`config.mk`:
```
export PLATFORM = sky130hd
export DESIGN_NAME = ghost_rand_arbiter_flat
export DESIGN_NICKNAME = d
export VERILOG_FILES = /design/src/rtl/ghost_rand_arbiter_if.sv /design/src/rtl/ghost_rand_arbiter.sv /design/src/flat_wrapper.sv
export SDC_FILE = /design/constraint.sdc
export NUM_CORES = 1
export LEC_CHECK = 0
export BUFFER_PORTS_ARGS = -buffer_cell sky130_fd_sc_hd__buf_2
export CAP_MARGIN = 20
export CORE_MARGIN = 2
export CORE_UTILIZATION = 53
export DETAILED_ROUTE_END_ITERATION = 12
export PLACE_DENSITY = 0.83
export SYNTH_ARGS = -nofsm -noshare
export SYNTH_HDL_FRONTEND = slang
export SYNTH_SLANG_ARGS = --single-unit
```
`constraint.sdc`:
```
create_clock -name frame_clk -period 3.65 [get_ports frame_clk]
set_input_delay 0.73 -clock frame_clk [delete_from_list [all_inputs] [get_ports frame_clk]]
set_output_delay 0.73 -clock frame_clk [all_outputs]
set_load 0.02 [all_outputs]
```
`src/rtl/ghost_rand_arbiter_if.sv`:
```
// Ghost-side bus of the random-direction arbiter: per-ghost requests and
// legal-direction masks in, one grant strobe with id/direction out.
interface ghost_rand_arbiter_if #(
  parameter int N_REQ = 4,
  parameter int IDW   = (N_REQ > 1) ? $clog2(N_REQ) : 1
);

  logic [N_REQ-1:0]   req;
  logic [4*N_REQ-1:0] allow_mask;
  logic               busy;
  logic               gnt_valid;
  logic [IDW-1:0]     gnt_id;
  logic [1:0]         gnt_dir;
  logic               gnt_fallback;

  // Ghost controllers drive requests and masks, and watch for their grant.
  modport master (
    output req,
    output allow_mask,
    input  busy,
    input  gnt_valid,
    input  gnt_id,
    input  gnt_dir,
    input  gnt_fallback
  );

  // The arbiter consumes requests and masks, and produces the grant.
  modport slave (
    input  req,
    input  allow_mask,
    output busy,
    output gnt_valid,
    output gnt_id,
    output gnt_dir,
    output gnt_fallback
  );

endinterface

```
`src/rtl/ghost_rand_arbiter.sv`:
```
// Shares one LFSR among the ghost AI blocks. Requesters are served
// round-robin; each service rejection-samples LFSR draws against the
// requester's legal-direction mask and falls back to the lowest legal
// direction after MAX_TRIES rejected draws. The LFSR only steps in DRAW.
module ghost_rand_arbiter #(
  parameter int N_REQ     = 4,
  parameter int MAX_TRIES = 8   // legal range 1..15
) (
  input  logic                 frame_clk,
  input  logic                 Reset_n,
  ghost_rand_arbiter_if.slave  bus,
  input  logic [3:0]           rng_val,
  output logic                 rng_en
);

  localparam int IDW = (N_REQ > 1) ? $clog2(N_REQ) : 1;
  localparam logic [3:0] TRIES_LIMIT = 4'(MAX_TRIES);

  typedef enum logic [1:0] {
    IDLE   = 2'd0,
    DRAW   = 2'd1,
    SAMPLE = 2'd2,
    GRANT  = 2'd3
  } state_t;

  // Registered state and latched service context.
  state_t         r_state;
  logic [IDW-1:0] r_rr_ptr;
  logic [IDW-1:0] r_cur_id;
  logic [3:0]     r_cur_mask;
  logic [3:0]     r_tries;
  logic [1:0]     r_dir;
  logic           r_fallback;

  // Next-state values computed by the combinational process.
  state_t         w_state_nxt;
  logic [IDW-1:0] w_rr_ptr_nxt;
  logic [IDW-1:0] w_cur_id_nxt;
  logic [3:0]     w_cur_mask_nxt;
  logic [3:0]     w_tries_nxt;
  logic [1:0]     w_dir_nxt;
  logic           w_fallback_nxt;

  // Round-robin selection results.
  logic           w_found;
  logic [IDW-1:0] w_pick_id;
  logic [3:0]     w_pick_mask;
  logic [1:0]     w_candidate;

  // Only the low two LFSR bits form a direction.
  logic           w_unused_rng_hi;
  assign w_unused_rng_hi = ^rng_val[3:2];
  assign w_candidate     = rng_val[1:0];

  // (base + off) mod N_REQ, for off in 0..N_REQ-1.
  function automatic logic [IDW-1:0] wrap_add(input logic [IDW-1:0] base,
                                              input int off);
    int sum;
    sum = int'(base) + off;
    if (sum >= N_REQ) sum = sum - N_REQ;
    return IDW'(sum);
  endfunction

  // Index of the lowest set bit; used for the deterministic fallback.
  function automatic logic [1:0] lowest_dir(input logic [3:0] mask);
    logic [1:0] dir;
    dir = 2'd0;
    for (int d = 3; d >= 0; d--) begin
      if (mask[d]) dir = 2'(d);
    end
    return dir;
  endfunction

  // First requester at or after the round-robin pointer, searching upward.
  always_comb begin
    // NOTE: every always_comb output gets a default first so no path through
    // the block leaves it unassigned, which would infer a latch.
    w_found   = 1'b0;
    w_pick_id = '0;
    for (int off = 0; off < N_REQ; off++) begin
      if (!w_found && bus.req[wrap_add(r_rr_ptr, off)]) begin
        w_found   = 1'b1;
        w_pick_id = wrap_add(r_rr_ptr, off);
      end
    end
  end

  // Legal-direction mask of the selected requester.
  always_comb begin
    w_pick_mask = 4'd0;
    for (int i = 0; i < N_REQ; i++) begin
      if (w_pick_id == IDW'(i)) w_pick_mask = bus.allow_mask[4*i +: 4];
    end
  end

  // Next-state and service-context update.
  always_comb begin
    w_state_nxt    = r_state;
    w_rr_ptr_nxt   = r_rr_ptr;
    w_cur_id_nxt   = r_cur_id;
    w_cur_mask_nxt = r_cur_mask;
    w_tries_nxt    = r_tries;
    w_dir_nxt      = r_dir;
    w_fallback_nxt = r_fallback;

    case (r_state)
      IDLE: begin
        if (w_found) begin
          w_cur_id_nxt   = w_pick_id;
          w_cur_mask_nxt = w_pick_mask;
          w_tries_nxt    = 4'd0;
          if (w_pick_mask != 4'd0) begin
            w_state_nxt = DRAW;
          end else begin
            // Nothing legal: grant direction 0 without touching the LFSR.
            w_dir_nxt      = 2'd0;
            w_fallback_nxt = 1'b1;
            w_state_nxt    = GRANT;
          end
        end
      end

      DRAW: begin
        w_tries_nxt = r_tries + 4'd1;
        w_state_nxt = SAMPLE;
      end

      SAMPLE: begin
        if (r_cur_mask[w_candidate]) begin
          w_dir_nxt      = w_candidate;
          w_fallback_nxt = 1'b0;
          w_state_nxt    = GRANT;
        end else if (r_tries == TRIES_LIMIT) begin
          w_dir_nxt      = lowest_dir(r_cur_mask);
          w_fallback_nxt = 1'b1;
          w_state_nxt    = GRANT;
        end else begin
          w_state_nxt = DRAW;
        end
      end

      GRANT: begin
        w_rr_ptr_nxt = wrap_add(r_cur_id, 1);
        w_state_nxt  = IDLE;
      end

      default: w_state_nxt = IDLE;
    endcase
  end

  // State and context registers; reset abandons any service in progress.
  always_ff @(posedge frame_clk or negedge Reset_n) begin
    if (!Reset_n) begin
      r_state    <= IDLE;
      r_rr_ptr   <= '0;
      r_cur_id   <= '0;
      r_cur_mask <= 4'd0;
      r_tries    <= 4'd0;
      r_dir      <= 2'd0;
      r_fallback <= 1'b0;
    end else begin
      // NOTE: non-blocking assignments so every register samples the values
      // from before this edge, independent of statement order.
      r_state    <= w_state_nxt;
      r_rr_ptr   <= w_rr_ptr_nxt;
      r_cur_id   <= w_cur_id_nxt;
      r_cur_mask <= w_cur_mask_nxt;
      r_tries    <= w_tries_nxt;
      r_dir      <= w_dir_nxt;
      r_fallback <= w_fallback_nxt;
    end
  end

  // Moore outputs decoded from registered state; grant fields read 0
  // outside GRANT so every output is 0 while idle or in reset.
  assign rng_en           = (r_state == DRAW);
  assign bus.busy         = (r_state != IDLE);
  assign bus.gnt_valid    = (r_state == GRANT);
  assign bus.gnt_id       = (r_state == GRANT) ? r_cur_id   : '0;
  assign bus.gnt_dir      = (r_state == GRANT) ? r_dir      : 2'd0;
  assign bus.gnt_fallback = (r_state == GRANT) ? r_fallback : 1'b0;

endmodule
```
`src/flat_wrapper.sv`:
```
// flat-port wrapper written by rule: the top's interface ports become plain ports
module ghost_rand_arbiter_flat 
#(
  parameter int N_REQ     = 4,
  parameter int MAX_TRIES = 8                       
)
  (frame_clk, Reset_n, rng_val, rng_en, bus_req, bus_allow_mask, bus_busy, bus_gnt_valid, bus_gnt_id, bus_gnt_dir, bus_gnt_fallback);
  ghost_rand_arbiter_if #(.N_REQ(N_REQ)) bus_i ();
  input  logic frame_clk;
  input  logic Reset_n;
  input  logic [3:0] rng_val;
  output logic rng_en;
  input wire logic [$bits(bus_i.req)-1:0] bus_req;
  input wire logic [$bits(bus_i.allow_mask)-1:0] bus_allow_mask;
  output wire logic [$bits(bus_i.busy)-1:0] bus_busy;
  output wire logic [$bits(bus_i.gnt_valid)-1:0] bus_gnt_valid;
  output wire logic [$bits(bus_i.gnt_id)-1:0] bus_gnt_id;
  output wire logic [$bits(bus_i.gnt_dir)-1:0] bus_gnt_dir;
  output wire logic [$bits(bus_i.gnt_fallback)-1:0] bus_gnt_fallback;
  assign bus_i.req = bus_req;
  assign bus_i.allow_mask = bus_allow_mask;
  assign bus_busy = bus_i.busy;
  assign bus_gnt_valid = bus_i.gnt_valid;
  assign bus_gnt_id = bus_i.gnt_id;
  assign bus_gnt_dir = bus_i.gnt_dir;
  assign bus_gnt_fallback = bus_i.gnt_fallback;
  ghost_rand_arbiter #(.N_REQ(N_REQ), .MAX_TRIES(MAX_TRIES)) u_core (.frame_clk(frame_clk), .Reset_n(Reset_n), .bus(bus_i), .rng_val(rng_val), .rng_en(rng_en));
endmodule
```
=== Yosys cells after proc, flatten, opt, wreduce, memory -nomap -nowiden ===
Index checks and enable logic that the tools add are counted.

* Flip-flop bits (word level): 17
* Bits of input ports: 26

* Order comparisons: 10
* Add/sub/neg operators: 10
* Equal/unequal tests: 10
* Multiplexer cells: 51
* Reduce and logical (&&, ||, !) cells: 15

{| class="wikitable"
|+ Operator list
! kind !! number
|-
| 2-bit two-way mux || 23
|-
| 4-bit two-way mux || 5
|-
| 2-bit by 3-bit less-than comparator with 1-bit output, second input constant || 5
|-
| 1-bit two-way mux || 14
|-
| 3-bit greater-or-equal comparator, second input constant || 4
|-
| 1-bit binary-select mux with 2-bit select || 5
|-
| 2-bit by 1-bit subtractor with 2-bit output, second input constant || 5
|-
| 2-bit == test, second input constant || 4
|-
| 2-bit case mux with 4 select lines || 1
|-
| 4-bit case mux with 2 select lines || 1
|-
| 2-bit by 1-bit adder with 3-bit output, second input constant || 2
|-
| 2-bit by 2-bit adder with 3-bit output, second input constant || 2
|-
| 2-bit nonzero test || 3
|-
| 4-bit by 1-bit adder with 4-bit output, second input constant || 1
|-
| 2-bit by 1-bit == test with 1-bit output, second input constant || 2
|-
| 4-bit == test, second input constant || 1
|-
| 2-bit logical NOT || 2
|-
| 2-bit case mux with 2 select lines || 1
|-
| 2-bit AND reduction || 2
|-
| 4-bit AND reduction || 1
|-
| 4-bit nonzero test || 1
|-
| 2-bit by 3-bit greater-or-equal comparator with 1-bit output, second input constant || 1
|-
| 1-bit logical AND || 3
|-
| 1-bit logical NOT || 3
|-
| other kinds (4) || 4
|}

=== Depth between registers and ports, before layout ===
Gate-level depths: netlist (run 1).

* Depth after elaboration: 23
* Gate-level depth with buffers: 9
* Gate-level depth less buffers: 9

=== Least setup slack after synthesis (run 1) ===
Ideal clock, no wire load.

* Kind: input to register
* From: in bus_req[0]
* To: reg u_core.r_dir[0]
* Data required time: 3.530 ns
* Data arrival time: 2.308 ns
* Cell stages on the path: 8
* Setup slack: 1.223 ns
* Library setup time: 0.120 ns
* Cells stage by stage: a21oi_1 > o21a_1 > o22ai_1 > buf_6 > mux2i_1 > mux2i_1 > or4_4 > a31o_1

* Cells in the longest elaborated chain, start to end: 20

{| class="wikitable"
|+ RTL lines
! item !! RTL line !! text
|-
| start, declared || flat_wrapper.sv:13 || <nowiki>input wire logic [$bits(bus_i.req)-1:0] bus_req;</nowiki>
|-
| 1-bit binary-select mux with 2-bit select || ghost_rand_arbiter.sv:81 || <nowiki>if (!w_found && bus.req[wrap_add(r_rr_ptr, off)]) begin</nowiki>
|-
| 1-bit two-way mux (implied by the code) || ghost_rand_arbiter.sv:81 ||
|-
| 1-bit two-way mux || ghost_rand_arbiter.sv:81 ||
|-
| 1-bit logical NOT || ghost_rand_arbiter.sv:81 ||
|-
| 1-bit logical AND || ghost_rand_arbiter.sv:81 ||
|-
| 1-bit two-way mux || ghost_rand_arbiter.sv:81 ||
|-
| 1-bit logical NOT || ghost_rand_arbiter.sv:81 ||
|-
| 1-bit logical AND || ghost_rand_arbiter.sv:81 ||
|-
| 1-bit two-way mux || ghost_rand_arbiter.sv:81 ||
|-
| 1-bit logical NOT || ghost_rand_arbiter.sv:81 ||
|-
| 1-bit logical AND || ghost_rand_arbiter.sv:81 ||
|-
| 2-bit two-way mux || ghost_rand_arbiter.sv:81 ||
|-
| 2-bit logical NOT || ghost_rand_arbiter.sv:92 || <nowiki>if (w_pick_id == IDW'(i)) w_pick_mask = bus.allow_mask[4*i +: 4];</nowiki>
|-
| 4-bit two-way mux (4 in a row) || ghost_rand_arbiter.sv:92 ||
|-
| 4-bit nonzero test || ghost_rand_arbiter.sv:112 || <nowiki>if (w_pick_mask != 4'd0) begin</nowiki>
|-
| 2-bit inequality test (no line) || - ||
|-
| 4-bit AND reduction (no line) (*) || - ||
|-
| end signal, assigned || ghost_rand_arbiter.sv:169 || <nowiki>r_dir <= w_dir_nxt;</nowiki>
|-
| end, declared || ghost_rand_arbiter.sv:32 || <nowiki>logic [1:0] r_dir;</nowiki>
|}

Every way passes the cells marked *; elsewhere a longest branch is shown, timed or not. The select of a mux whose other input is x is not followed.
A chain may end at the register's enable or synchronous reset.

=== Worst setup path in the final report (run 1) ===
Same ends and word-level chain as after synthesis.

==> impl_metrics.prom, run 1 <==
# TYPE chip_impl_metric gauge
chip_impl_metric{name="htreeDepth",unit=""} 1
chip_impl_metric{name="mean_syn_cell_area",unit="um2"} 9.46
chip_impl_metric{name="final.setup.worst_slack",unit="ns"} 1.27
chip_impl_metric{name="power_density",unit="nW/um2"} 766
chip_impl_metric{name="hold_viol",unit=""} 0
chip_impl_metric{name="period_share",unit="%"} 65.2
chip_impl_metric{name="num_vias",unit=""} 947
chip_impl_metric{name="drive_gt1_share",unit="%"} 28.6
chip_impl_metric{name="route.detailed.vias_per_inst",unit=""} 5.44
chip_impl_info{name="kind_of_end_point_of_the_critical_path",value="flip-flop"} 1
chip_impl_metric{name="cts_hold_buffers",unit=""} 0
chip_impl_metric{name="io_buffer_count",unit=""} 31
chip_impl_metric{name="synth_async_sr_flop_share",unit="%"} 100
chip_impl_metric{name="routed_length_per_instance",unit="um"} 12.7
chip_impl_metric{name="critical_path_arrival",unit="ns"} 2.58
chip_impl_metric{name="post_cts_sizing",unit=""} 0
chip_impl_metric{name="reg2reg_depth",unit=""} 8
chip_impl_metric{name="mappedNetlistNets",unit=""} 141
chip_impl_metric{name="worst-r2r-setup-slack",unit="ns"} 1.34
chip_impl_metric{name="antennaDiodeCount",unit=""} 0
chip_impl_metric{name="totalNegativeSetupSlack",unit="ns"} 0
chip_impl_metric{name="cp_data_required_time",unit="ns"} 3.85
chip_impl_metric{name="setup-violations-final",unit=""} 0
chip_impl_metric{name="firstDrtPassIters",unit=""} 4
chip_impl_info{name="min-delay-path-class",value="in2async"} 1
chip_impl_metric{name="ys_seq_elements",unit=""} 17
chip_impl_metric{name="syn_to_final_growth",unit="%"} 19.4
chip_impl_metric{name="clock_insertion_delay_worst_skew",unit="ns"} 0.30
chip_impl_info{name="most-common-layout-cells",value="sky130_fd_sc_hd__buf_2, sky130_fd_sc_hd__dfrtp_1, sky130_fd_sc_hd__mux2i_1, sky130_fd_sc_hd__nor2_1, sky130_fd_sc_hd__nand2_1"} 1
chip_impl_metric{name="gr-total-overflow",unit=""} 0
chip_impl_metric{name="initial_utilization",unit="%"} 55.6
chip_impl_metric{name="syn_inst",unit=""} 113
chip_impl_metric{name="die_area",unit="um2"} 2390
chip_impl_metric{name="die_height",unit="um"} 48.9
chip_impl_info{name="worstReg2RegStart",value="u_core.r_rr_ptr[1]"} 1
chip_impl_metric{name="sequentialPowerShare",unit="%"} 38.6
chip_impl_metric{name="grt_antenna_before_repair",unit=""} 0
chip_impl_metric{name="hpwl",unit="mm"} 1.75
chip_impl_metric{name="maximum_capacitance_violations",unit=""} 0
chip_impl_metric{name="post-route-drc-count",unit=""} 0
chip_impl_info{name="mostFrequentLayoutCell",value="sky130_fd_sc_hd__buf_2"} 1
chip_impl_metric{name="headroom_to_the_max_slew_limit",unit="%"} 69.4
chip_impl_metric{name="drt-total-wl",unit="mm"} 2.21
chip_impl_metric{name="pin_count",unit=""} 34
chip_impl_metric{name="tritoncts_num_sinks",unit=""} 17
chip_impl_metric{name="max_transition_viols_final",unit=""} 0
chip_impl_metric{name="fp-row-count",unit=""} 16
chip_impl_metric{name="finalClockSkew",unit="ns"} 0.00648
chip_impl_metric{name="power_frac_clock",unit="%"} 10.4
chip_impl_metric{name="final_antenna_net_count",unit=""} 0
chip_impl_metric{name="finish.cell_count_without_fillers",unit=""} 174
chip_impl_metric{name="cts_buffers",unit=""} 3
chip_impl_metric{name="synth_cell_types",unit=""} 29
chip_impl_info{name="status",value="completed"} 1
chip_impl_metric{name="place_worst_setup_slack",unit="ns"} 0.950
chip_impl_metric{name="first_pass_grt_wire_length",unit="mm"} 3.88
chip_impl_metric{name="post-cts-setup-buffers",unit=""} 0
chip_impl_metric{name="placeable_core_region",unit="um2"} 1920
chip_impl_info{name="clock-root-buffer",value="sky130_fd_sc_hd__clkbuf_4"} 1
chip_impl_metric{name="ys_seq_area_share",unit="%"} 39.8
chip_impl_metric{name="switching_share",unit="%"} 43.4
chip_impl_metric{name="power_report.internal_total",unit="uW"} 554
chip_impl_metric{name="synthesis.yosys.warnings",unit=""} 0
chip_impl_metric{name="maximum_fanout_encountered_on_the_critical_timing_path",unit=""} 9
chip_impl_metric{name="leakage",unit="nW"} 0.658
chip_impl_metric{name="design.final.nets",unit=""} 176
chip_impl_metric{name="grt_pass1_vias",unit=""} 918
chip_impl_info{name="reg2reg_to",value="u_core.r_dir[0]"} 1
chip_impl_info{name="critPathKind",value="in2reg"} 1
chip_impl_metric{name="die_width",unit="um"} 48.9
chip_impl_metric{name="grt_start_max_net_pins",unit=""} 18
chip_impl_metric{name="post-route-util",unit="%"} 66.4
chip_impl_metric{name="place_inst",unit=""} 170
chip_impl_metric{name="gp_routability_congestion",unit=""} 0.710
chip_impl_info{name="rsz_0062_raised_after_global_routing",value="no"} 1
chip_impl_metric{name="switching_power",unit="uW"} 424
chip_impl_metric{name="ir_drop",unit="uV"} 463
chip_impl_info{name="synth_ff_type",value="sky130_fd_sc_hd__dfrtp_1"} 1
chip_impl_metric{name="synth_area",unit="um2"} 1070
chip_impl_metric{name="hold-worst-slack",unit="ns"} 0.336
chip_impl_metric{name="finalWorstPathRequiredPeriod",unit="ns"} 2.38
chip_impl_metric{name="grtUsageTotal",unit="%"} 21.1
chip_impl_metric{name="ctsLongestPathBuffers",unit=""} 2
chip_impl_metric{name="path_clk_slew",unit="ns"} 0.10
chip_impl_metric{name="fmaxAchievable",unit="MHz"} 420
chip_impl_metric{name="combPwrFrac",unit="%"} 51.0
chip_impl_metric{name="worst_pin_slew",unit="ns"} 0.457
chip_impl_info{name="worst_setup_path_start_kind",value="primary input"} 1
chip_impl_metric{name="drt-initial-drc-count",unit=""} 13
chip_impl_info{name="cts_tree",value="built"} 1
chip_impl_metric{name="synth_enable_flop_cells",unit=""} 0
cells by family after synthesis:
family	after synthesis	share of synthesized area (%)
simple gates	40	19.3
flops	17	39.8
compound gates	24	13.5
fa+ha+maj	2	2.34
xor+xnor	2	1.64
buf+inv	7	3.16
mux	21	20.3
registers in the layout, indices dropped and copies added, names as in the netlist:
register and flops:
u_core.r_cur_mask 4, u_core.r_tries 4, u_core.r_cur_id 2, u_core.r_dir 2, u_core.r_rr_ptr 2, u_core.r_state 2
u_core.r_fallback 1
worst max-delay path by stage:
stage	startpoint	endpoint	slack (ns)	cells after the start
after floorplan	bus_req[0]	u_core.r_dir[0]	1.22	8
after global placement	bus_req[0]	u_core.r_dir[0]	0.99	9
final	bus_req[0]	u_core.r_dir[0]	1.27	9
after detailed placement	bus_req[0]	u_core.r_dir[0]	0.95	9
after CTS	bus_req[0]	u_core.r_dir[0]	1.27	9
after global routing	bus_req[0]	u_core.r_dir[0]	1.12	9
per-stage QoR:
step / total power, mW / area [um2]
2_1_floorplan: 0.753 / 1070
3_3_place_gp: 0.849 / 1250
3_5_place_dp: 0.881 / 1250
4_1_cts: 0.983 / 1280
5_1_grt: 1.07 / 1280
6_report: 0.978 / 1280
power groups by stage:
stage	Sequential, mW	Clock (mW)	Combinational [mW]
after floorplan	0.351	0	0.401
after detailed placement	0.379	0	0.502
final	0.378	0.102	0.499
after global routing	0.393	0.117	0.557
after CTS	0.376	0.105	0.502
after global placement	0.372	0	0.477
critical path, cell delays in order:
cell and delay, ns:
sky130_fd_sc_hd__buf_2 0.11, sky130_fd_sc_hd__a21oi_1 0.06, sky130_fd_sc_hd__o21a_1 0.17, sky130_fd_sc_hd__o22ai_1 0.15, sky130_fd_sc_hd__buf_4 0.21, sky130_fd_sc_hd__mux2i_1 0.20
sky130_fd_sc_hd__mux2i_1 0.11, sky130_fd_sc_hd__or4_4 0.59, sky130_fd_sc_hd__a31o_1 0.24
routing by layer:
| layer | vias up | wire (um) | GRT usage [%] |
|---|---|---|---|
| li1 | 474 | - | - |
| met1 | 448 | 970 | 25.3 |
| met2 | 21 | 1120 | 35.4 |
| met3 | 4 | 106 | 6.75 |
| met4 | 0 | 16 | 7.62 |
| met5 | - | 0 | 0 |
cell usage after synthesis, types with 2 or more instances:
library cell	count	area, um2
sky130_fd_sc_hd__ha_1	2	25.0
sky130_fd_sc_hd__a21oi_1	6	30.0
sky130_fd_sc_hd__inv_1	5	18.8
sky130_fd_sc_hd__o21ai_0	9	45.0
sky130_fd_sc_hd__mux2_2	5	56.3
sky130_fd_sc_hd__dfrtp_1	17	425
sky130_fd_sc_hd__and3_1	5	31.3
sky130_fd_sc_hd__nand2_1	10	37.5
sky130_fd_sc_hd__and2_1	2	12.5
sky130_fd_sc_hd__nor2_1	12	45.0
sky130_fd_sc_hd__nand3_1	3	15.0
sky130_fd_sc_hd__a31o_1	2	17.5
sky130_fd_sc_hd__o22ai_1	3	18.8
sky130_fd_sc_hd__mux2i_1	16	160
sky130_fd_sc_hd__nand2b_1	2	12.5
cell type report:
cell class | count | area [um2]
clock buffer | 4 | 26.3
fill | 176 | 646
multi-input combinational | 89 | 609
inverter | 5 | 18.8
sequential | 17 | 425
tap | 27 | 33.8
timing repair buffer | 32 | 163
No activity file was read; power rests on OpenSTA's default activity.
==> run 2: changes to the inputs <==
--- a/config.mk
+++ b/config.mk
@@ -5,12 +5,13 @@
 export SDC_FILE = /design/constraint.sdc
 export NUM_CORES = 1
 export LEC_CHECK = 0
+export ABC_AREA = 1
 export BUFFER_PORTS_ARGS = -buffer_cell sky130_fd_sc_hd__buf_2
 export CAP_MARGIN = 20
 export CORE_MARGIN = 2
-export CORE_UTILIZATION = 53
+export CORE_UTILIZATION = 52
 export DETAILED_ROUTE_END_ITERATION = 12
-export PLACE_DENSITY = 0.83
+export PLACE_DENSITY = 0.78
 export SYNTH_ARGS = -nofsm -noshare
 export SYNTH_HDL_FRONTEND = slang
 export SYNTH_SLANG_ARGS = --single-unit
==> constraint.sdc (replaced) <==
create_clock -name frame_clk -period 2.2 [get_ports frame_clk]
set_input_delay 0.44 -clock frame_clk [delete_from_list [all_inputs] [get_ports frame_clk]]
set_output_delay 0.44 -clock frame_clk [all_outputs]
set_load 0.02 [all_outputs]
==> impl_metrics.prom, run 2 <==
# TYPE chip_impl_metric gauge
chip_impl_metric{name="hold_viol",unit=""} 0
chip_impl_metric{name="hpwl",unit="mm"} 2.23
chip_impl_metric{name="cp_data_required_time",unit="ns"} 2.39
chip_impl_metric{name="drt-initial-drc-count",unit=""} 41
chip_impl_info{name="min-delay-path-class",value="in2async"} 1
chip_impl_info{name="worst_setup_path_start_kind",value="flip-flop"} 1
chip_impl_info{name="most-common-layout-cells",value="sky130_fd_sc_hd__nand2_1, sky130_fd_sc_hd__buf_2, sky130_fd_sc_hd__inv_1, sky130_fd_sc_hd__nand3_1, sky130_fd_sc_hd__nor2_1"} 1
chip_impl_metric{name="synthDominantCellAreaShare",unit="%"} 31.9
chip_impl_metric{name="crit_path_max_incr_delay",unit="ns"} 0.49
chip_impl_metric{name="sequentialPowerShare",unit="%"} 21.0
chip_impl_metric{name="route.detailed.vias_per_inst",unit=""} 5.08
chip_impl_metric{name="num_vias",unit=""} 1413
chip_impl_metric{name="placeable_core_region",unit="um2"} 2450
chip_impl_metric{name="cts_hold_buffers",unit=""} 0
chip_impl_info{name="synthTopCellsByCount",value="sky130_fd_sc_hd__nand2_1, sky130_fd_sc_hd__inv_1, sky130_fd_sc_hd__nand3_1, sky130_fd_sc_hd__nor2_1, sky130_fd_sc_hd__dfrtp_1"} 1
chip_impl_info{name="worstReg2RegStart",value="u_core.r_rr_ptr[0]"} 1
chip_impl_info{name="yosysTopAreaCell",value="sky130_fd_sc_hd__dfrtp_1"} 1
chip_impl_info{name="critical_path_s_top_delay_family",value="simple AND/OR/NAND/NOR gates"} 1
chip_impl_metric{name="ir_drop",unit="uV"} 1040
chip_impl_metric{name="ctsLongestPathBuffers",unit=""} 2
chip_impl_info{name="rsz_0062_raised_after_global_routing",value="yes"} 1
chip_impl_metric{name="worst_pin_slew",unit="ns"} 0.377
chip_impl_metric{name="leakage",unit="nW"} 0.927
chip_impl_metric{name="initial_utilization",unit="%"} 54.4
chip_impl_metric{name="final_antenna_net_count",unit=""} 0
chip_impl_info{name="sequence_of_cells_on_the_critical_path",value="inv_4 -> nand2_1 -> nand3_1 -> nand2_4 -> nor2_8 -> nand4_1 -> nand2_4 -> nor2_4 -> nand2_1 -> nand2_1 -> nand2_1 -> nand2_1 -> nor2_1 -> nand2_1 -> nand2_2 -> nand2_2 -> nand2_1 -> nand2_1"} 1
chip_impl_metric{name="post-route-drc-count",unit=""} 0
chip_impl_metric{name="critical_path_buf_inv_count",unit=""} 1
chip_impl_metric{name="grt_pass1_vias",unit=""} 1266
chip_impl_info{name="synth_ff_type",value="sky130_fd_sc_hd__dfrtp_1"} 1
chip_impl_metric{name="post-route-util",unit="%"} 68.2
chip_impl_metric{name="antennaDiodeCount",unit=""} 0
chip_impl_metric{name="pin_count",unit=""} 34
chip_impl_metric{name="first_pass_grt_wire_length",unit="mm"} 5.01
chip_impl_metric{name="finalInstanceArea",unit="um2"} 1680
chip_impl_info{name="critPathLaunch",value="u_core.r_rr_ptr[0]"} 1
chip_impl_metric{name="maximum_capacitance_violations",unit=""} 0
chip_impl_metric{name="switching_share",unit="%"} 54.5
chip_impl_metric{name="setup-violations-final",unit=""} 3
chip_impl_metric{name="grtUsageTotal",unit="%"} 22.7
chip_impl_metric{name="mean_syn_cell_area",unit="um2"} 6.54
chip_impl_metric{name="power_frac_clock",unit="%"} 6.0
chip_impl_metric{name="grt_start_max_net_pins",unit=""} 18
chip_impl_metric{name="total_power",unit="mW"} 2.82
chip_impl_metric{name="place_worst_setup_slack",unit="ns"} -0.0489
chip_impl_metric{name="place_inst",unit=""} 270
chip_impl_info{name="synth.area.top_cells",value="sky130_fd_sc_hd__dfrtp_1, sky130_fd_sc_hd__nand2_1, sky130_fd_sc_hd__nand3_1"} 1
chip_impl_metric{name="firstDrtPassIters",unit=""} 4
chip_impl_metric{name="htreeDepth",unit=""} 1
chip_impl_metric{name="headroom_to_the_max_slew_limit",unit="%"} 74.9
chip_impl_metric{name="switching_power",unit="mW"} 1.54
chip_impl_metric{name="multi_input_comb_area",unit="um2"} 833
chip_impl_metric{name="fp-row-count",unit=""} 18
chip_impl_metric{name="io_buffer_count",unit=""} 31
chip_impl_metric{name="ys_seq_area_share",unit="%"} 31.9
chip_impl_metric{name="power_report.internal_total",unit="mW"} 1.28
chip_impl_metric{name="fmaxAchievable",unit="MHz"} 448
chip_impl_metric{name="gp_routability_congestion",unit=""} 0.833
chip_impl_metric{name="synth_async_sr_flop_share",unit="%"} 100
chip_impl_metric{name="syn_to_final_growth",unit="%"} 25.5
chip_impl_metric{name="synthesis.yosys.warnings",unit=""} 0
chip_impl_metric{name="synth_cell_types",unit=""} 26
chip_impl_info{name="path_common_cell",value="sky130_fd_sc_hd__nand2_1"} 1
chip_impl_metric{name="synth_area",unit="um2"} 1340
chip_impl_metric{name="combPwrFrac",unit="%"} 73.0
chip_impl_metric{name="drive_gt1_share",unit="%"} 29.8
chip_impl_info{name="critPathKind",value="reg2reg"} 1
chip_impl_metric{name="ys_seq_elements",unit=""} 17
chip_impl_metric{name="drt-total-wl",unit="mm"} 3.08
chip_impl_metric{name="maximum_fanout_encountered_on_the_critical_timing_path",unit=""} 9
chip_impl_metric{name="cts_buffers",unit=""} 3
chip_impl_metric{name="syn_inst",unit=""} 204
chip_impl_metric{name="max_transition_viols_final",unit=""} 0
chip_impl_metric{name="design.final.nets",unit=""} 277
chip_impl_metric{name="power_density",unit="nW/um2"} 1690
chip_impl_metric{name="final.setup.worst_slack",unit="ns"} -0.0331
chip_impl_metric{name="die_area",unit="um2"} 2990
chip_impl_metric{name="gr-total-overflow",unit=""} 0
chip_impl_metric{name="critical_path_arrival",unit="ns"} 2.42
chip_impl_info{name="cts_tree",value="built"} 1
chip_impl_metric{name="finalClockSkew",unit="ns"} 0.0109
chip_impl_info{name="clock-root-buffer",value="sky130_fd_sc_hd__clkbuf_4"} 1
chip_impl_metric{name="mappedNetlistNets",unit=""} 232
chip_impl_info{name="kind_of_end_point_of_the_critical_path",value="flip-flop"} 1
chip_impl_metric{name="tritoncts_num_sinks",unit=""} 17
chip_impl_metric{name="synth_enable_flop_cells",unit=""} 0
chip_impl_metric{name="placement_cell_area",unit="um2"} 1560
chip_impl_metric{name="finalWorstPathRequiredPeriod",unit="ns"} 2.23
chip_impl_metric{name="period_share",unit="%"} 102
chip_impl_metric{name="routed_length_per_instance",unit="um"} 11.1
chip_impl_info{name="failed_checks",value="setup timing"} 1
chip_impl_metric{name="die_width",unit="um"} 54.7
chip_impl_info{name="status",value="complete, but fails checks"} 1
chip_impl_info{name="post-synth-top-count-cell",value="sky130_fd_sc_hd__nand2_1"} 1
chip_impl_metric{name="finish.cell_count_without_fillers",unit=""} 278
chip_impl_metric{name="clock_insertion_delay_worst_skew",unit="ns"} 0.30
chip_impl_metric{name="die_height",unit="um"} 54.7
chip_impl_metric{name="layout.filler_cells",unit=""} 213
chip_impl_metric{name="sequential_cell_area",unit="um2"} 428
chip_impl_info{name="top_flop_regs",value="u_core.r_cur_mask: 4 flops, u_core.r_tries: 4 flops"} 1
chip_impl_info{name="cpMaxStageDelayCell",value="sky130_fd_sc_hd__dfrtp_2"} 1
chip_impl_metric{name="path_clk_slew",unit="ns"} 0.10
chip_impl_metric{name="grt_antenna_before_repair",unit=""} 0
chip_impl_info{name="mostFrequentLayoutCell",value="sky130_fd_sc_hd__nand2_1"} 1
-- run 2: logic make-up (layout without fill, tap and decap cells) --
family          after synthesis  in the layout  share of synthesized area (%)
simple gates                129            130                           46.5
buf+inv                      33             76                           9.84
compound gates               22             22                           9.28
flops                        17             17                           31.9
fa+ha+maj                     2              2                           1.87
xor+xnor                      1              1                          0.656
-- run 2: final cells by class --
| cell class | instances | share of cell area, % |
|---|---|---|
| inverter | 32 | 7.32 |
| tap | 30 | 2.24 |
| clock buffer | 3 | 1.34 |
| sequential | 17 | 25.5 |
| multi-input combinational | 155 | 49.7 |
| clock inverter | 1 | 0.299 |
| timing repair buffer | 40 | 13.5 |
-- run 2: per-layer routing --
layer / share of wire, % / vias to the layer above / GRT usage, %
li1: - / 743 / -
met1: 46 / 628 / 27.1
met2: 49 / 34 / 41.3
met3: 3.9 / 8 / 6.01
met4: 0.65 / 0 / 2.92
met5: 0 / - / 0
-- run 2: worst paths after layout --
check / endpoint / cells past startpoint / slack (ns)
max in group asynchronous: u_core.r_rr_ptr[0] / 1 / 1.87
max reg2reg: u_core.r_fallback / 18 / -0.03
min reg2reg: u_core.r_fallback / 2 / 0.48
min in group frame_clk: u_core.r_cur_mask[2] / 5 / 0.48
min: u_core.r_rr_ptr[1] / 1 / 0.04
max: u_core.r_fallback / 18 / -0.03
-- run 2: power groups by stage --
stage | Combinational (mW) | Sequential [mW] | Clock (mW)
after CTS | 2.01 | 0.589 | 0.176
final | 2.06 | 0.593 | 0.168
after detailed placement | 1.86 | 0.584 | 0
after global placement | 1.84 | 0.580 | 0
after floorplan | 1.45 | 0.543 | 0
after global routing | 2.32 | 0.619 | 0.188
-- run 2: per-stage QoR --
stage	hold slack [ns]	TNS (ns)
floorplan	0.144	0
global placement	0.377	-0.00483
detailed placement	0.380	-0.136
CTS	0.0421	-0.0342
global route	0.0532	-0.912
finish	0.0386	-0.0829
-- run 2: what timing repair did --
action,in CTS,in global routing
setup endpoints to repair,3,5
gates cloned,1,0
endpoints found under the hold margin,0,0
pin swaps,2,3
buffers inserted,3,0
resized for setup,11,3
==> run 3: changes to the inputs <==
--- a/config.mk
+++ b/config.mk
@@ -5,13 +5,14 @@
 export SDC_FILE = /design/constraint.sdc
 export NUM_CORES = 1
 export LEC_CHECK = 0
-export ABC_AREA = 1
+export ABC_AREA = 0
 export BUFFER_PORTS_ARGS = -buffer_cell sky130_fd_sc_hd__buf_2
 export CAP_MARGIN = 20
 export CORE_MARGIN = 2
-export CORE_UTILIZATION = 52
+export CORE_UTILIZATION = 50
 export DETAILED_ROUTE_END_ITERATION = 12
-export PLACE_DENSITY = 0.78
+export MAX_ROUTING_LAYER = met4
+export PLACE_DENSITY = 0.79
 export SYNTH_ARGS = -nofsm -noshare
 export SYNTH_HDL_FRONTEND = slang
 export SYNTH_SLANG_ARGS = --single-unit
==> impl_metrics.prom, run 3 (same netlist as run 1, synthesis figures left out) <==
# TYPE chip_impl_metric gauge
chip_impl_info{name="status",value="complete, but fails checks"} 1
chip_impl_info{name="failed_checks",value="setup timing"} 1
chip_impl_metric{name="syn_to_final_growth",unit="%"} 38.3
chip_impl_metric{name="die_height",unit="um"} 50.2
chip_impl_metric{name="reg2reg_depth",unit=""} 9
chip_impl_info{name="top_flop_regs",value="u_core.r_cur_mask: 4 flops, u_core.r_tries: 4 flops"} 1
chip_impl_info{name="worstReg2RegStart",value="u_core.r_rr_ptr[1]"} 1
chip_impl_metric{name="critical_path_arrival",unit="ns"} 2.42
chip_impl_info{name="sequence_of_cells_on_the_critical_path",value="a21oi_2 -> o21a_1 -> o22ai_2 -> buf_6 -> buf_4 -> mux2i_1 -> mux2i_1 -> or4_4 -> a31o_1"} 1
chip_impl_metric{name="place_worst_setup_slack",unit="ns"} -0.242
chip_impl_metric{name="finalWorstPathRequiredPeriod",unit="ns"} 2.23
chip_impl_metric{name="ir_drop",unit="uV"} 866
chip_impl_metric{name="io_buffer_count",unit=""} 31
chip_impl_metric{name="grt_pass1_vias",unit=""} 998
chip_impl_metric{name="tritoncts_num_sinks",unit=""} 17
chip_impl_metric{name="leakage",unit="nW"} 0.771
chip_impl_metric{name="design.final.nets",unit=""} 197
chip_impl_metric{name="fp-row-count",unit=""} 16
chip_impl_metric{name="power_density",unit="nW/um2"} 1300
chip_impl_metric{name="worst-r2r-setup-slack",unit="ns"} -0.03
chip_impl_metric{name="total_power",unit="mW"} 1.93
chip_impl_metric{name="cts_buffers",unit=""} 3
chip_impl_metric{name="crit_path_max_incr_delay",unit="ns"} 0.54
chip_impl_metric{name="max_transition_viols_final",unit=""} 0
chip_impl_metric{name="post-route-drc-count",unit=""} 0
chip_impl_metric{name="die_width",unit="um"} 50.2
chip_impl_metric{name="drive_gt1_share",unit="%"} 39.3
chip_impl_metric{name="placement_cell_area",unit="um2"} 1320
chip_impl_metric{name="path_clk_slew",unit="ns"} 0.10
chip_impl_metric{name="hold-worst-slack",unit="ns"} 0.0346
chip_impl_metric{name="grt_start_max_net_pins",unit=""} 18
chip_impl_metric{name="initial_utilization",unit="%"} 53.9
chip_impl_metric{name="worst_pin_slew",unit="ns"} 0.378
chip_impl_info{name="critPathKind",value="reg2reg"} 1
chip_impl_metric{name="drt-initial-drc-count",unit=""} 14
chip_impl_info{name="clock-root-buffer",value="sky130_fd_sc_hd__clkbuf_4"} 1
chip_impl_metric{name="gp_routability_congestion",unit=""} 0.729
chip_impl_metric{name="antennaDiodeCount",unit=""} 0
chip_impl_metric{name="hold_viol",unit=""} 0
chip_impl_info{name="path_common_cell",value="sky130_fd_sc_hd__mux2i_1"} 1
chip_impl_info{name="critPathLaunch",value="u_core.r_rr_ptr[1]"} 1
chip_impl_info{name="worst_setup_path_start_kind",value="flip-flop"} 1
chip_impl_metric{name="drt-total-wl",unit="mm"} 2.81
chip_impl_metric{name="cp_data_required_time",unit="ns"} 2.39
chip_impl_metric{name="hpwl",unit="mm"} 1.93
chip_impl_info{name="reg2reg_to",value="u_core.r_dir[1]"} 1
chip_impl_metric{name="clock_insertion_delay_worst_skew",unit="ns"} 0.30
chip_impl_metric{name="grtUsageTotal",unit="%"} 23.6
chip_impl_metric{name="place_inst",unit=""} 179
chip_impl_info{name="kind_of_end_point_of_the_critical_path",value="flip-flop"} 1
chip_impl_info{name="most-common-layout-cells",value="sky130_fd_sc_hd__buf_2, sky130_fd_sc_hd__dfrtp_1, sky130_fd_sc_hd__mux2i_1, sky130_fd_sc_hd__buf_4, sky130_fd_sc_hd__nor2_1"} 1
chip_impl_info{name="cts_tree",value="built"} 1
chip_impl_metric{name="period_share",unit="%"} 101
chip_impl_info{name="mostFrequentLayoutCell",value="sky130_fd_sc_hd__buf_2"} 1
chip_impl_metric{name="post-route-util",unit="%"} 74.6
chip_impl_metric{name="final_antenna_net_count",unit=""} 0
chip_impl_metric{name="placeable_core_region",unit="um2"} 1980
chip_impl_metric{name="gr-total-overflow",unit=""} 0
chip_impl_metric{name="headroom_to_the_max_slew_limit",unit="%"} 74.6
chip_impl_metric{name="routed_length_per_instance",unit="um"} 14.4
chip_impl_metric{name="grt_antenna_before_repair",unit=""} 0
chip_impl_metric{name="num_vias",unit=""} 1065
chip_impl_metric{name="first_pass_grt_wire_length",unit="mm"} 4.36
chip_impl_metric{name="totalNegativeSetupSlack",unit="ns"} -0.0744
chip_impl_metric{name="cts_hold_buffers",unit=""} 0
chip_impl_metric{name="htreeDepth",unit=""} 1
chip_impl_info{name="min-delay-path-class",value="in2async"} 1
chip_impl_metric{name="setup-violations-final",unit=""} 3
chip_impl_metric{name="finalClockSkew",unit="ns"} 0.00948
chip_impl_metric{name="final.setup.worst_slack",unit="ns"} -0.0319
chip_impl_metric{name="route.detailed.vias_per_inst",unit=""} 5.46
chip_impl_info{name="critPathCapture",value="u_core.r_dir[1]"} 1
chip_impl_metric{name="pin_count",unit=""} 34
chip_impl_metric{name="firstDrtPassIters",unit=""} 4
chip_impl_info{name="rsz_0062_raised_after_global_routing",value="yes"} 1
chip_impl_metric{name="die_area",unit="um2"} 2520
chip_impl_info{name="cpMaxStageDelayCell",value="sky130_fd_sc_hd__or4_4"} 1
chip_impl_metric{name="finalInstanceArea",unit="um2"} 1480
chip_impl_metric{name="maximum_capacitance_violations",unit=""} 0
chip_impl_metric{name="fmaxAchievable",unit="MHz"} 448
chip_impl_metric{name="maximum_fanout_encountered_on_the_critical_timing_path",unit=""} 5
chip_impl_metric{name="finish.cell_count_without_fillers",unit=""} 195
chip_impl_metric{name="ctsLongestPathBuffers",unit=""} 2
==> run 3: cell count changes in the layout (fill, tap and decap cells not counted), moves of 6 or more <==
cell,delta
sky130_fd_sc_hd__nand2_1,-52
sky130_fd_sc_hd__inv_1,-22
sky130_fd_sc_hd__nand3_1,-19
sky130_fd_sc_hd__mux2i_1,+16
sky130_fd_sc_hd__nand2_4,-8
sky130_fd_sc_hd__buf_6,+7
sky130_fd_sc_hd__buf_4,+6
sky130_fd_sc_hd__nand2_2,-6
==> run 3: worst max-delay path, delay by kind of cell, from the launching register on <==
kind                   cells  cell delay, ns
AO/OA/AOI/OAI              4            0.58
buffers and inverters      2            0.26
flip-flops                 1            0.40
multiplexers               2            0.33
AND/OR/NAND/NOR            1            0.54
==> run 3: metal layers <==
metal  part of all wire [%]  GRT usage [%]  vias up
li1                       -              -      518
met1                     38           27.4      512
met2                     56           39.5       26
met3                    4.0           5.95        9
met4                    2.5           8.33        0
met5                      0              -        -
==> run 3: worst min-delay path by stage <==
stage	startpoint	endpoint	slack (ns)	cells past startpoint
detailed placement	Reset_n	u_core.r_state[0]	0.38	1
global route	Reset_n	u_core.r_tries[3]	0.07	1
global placement	Reset_n	u_core.r_tries[2]	0.38	1
CTS	Reset_n	u_core.r_tries[2]	0.05	1
floorplan	Reset_n	u_core.r_cur_id[0]	0.14	0
finish	Reset_n	u_core.r_tries[3]	0.03	1
==> run 3: what timing repair did <==
action                     4_1_cts  5_1_grt
pin swaps                        6        4
gates cloned                     0        0
buffers inserted                 9        3
gates resized for setup          2        9
setup endpoints to repair        3        4
==> run 3: final cells by class <==
cell class                 count  area, um2
sequential                    17        425
inverter                       5       18.8
fill                         151        504
clock buffer                   4       26.3
tap                           27       33.8
timing repair buffer          53        350
multi-input combinational     89        623
==> run 3: power by group <==
group          switching, mW  internal, mW  leakage [nW]
logic                  0.535         0.598         0.549
clock network         0.0998        0.0708        0.0150
registers              0.162         0.460         0.207
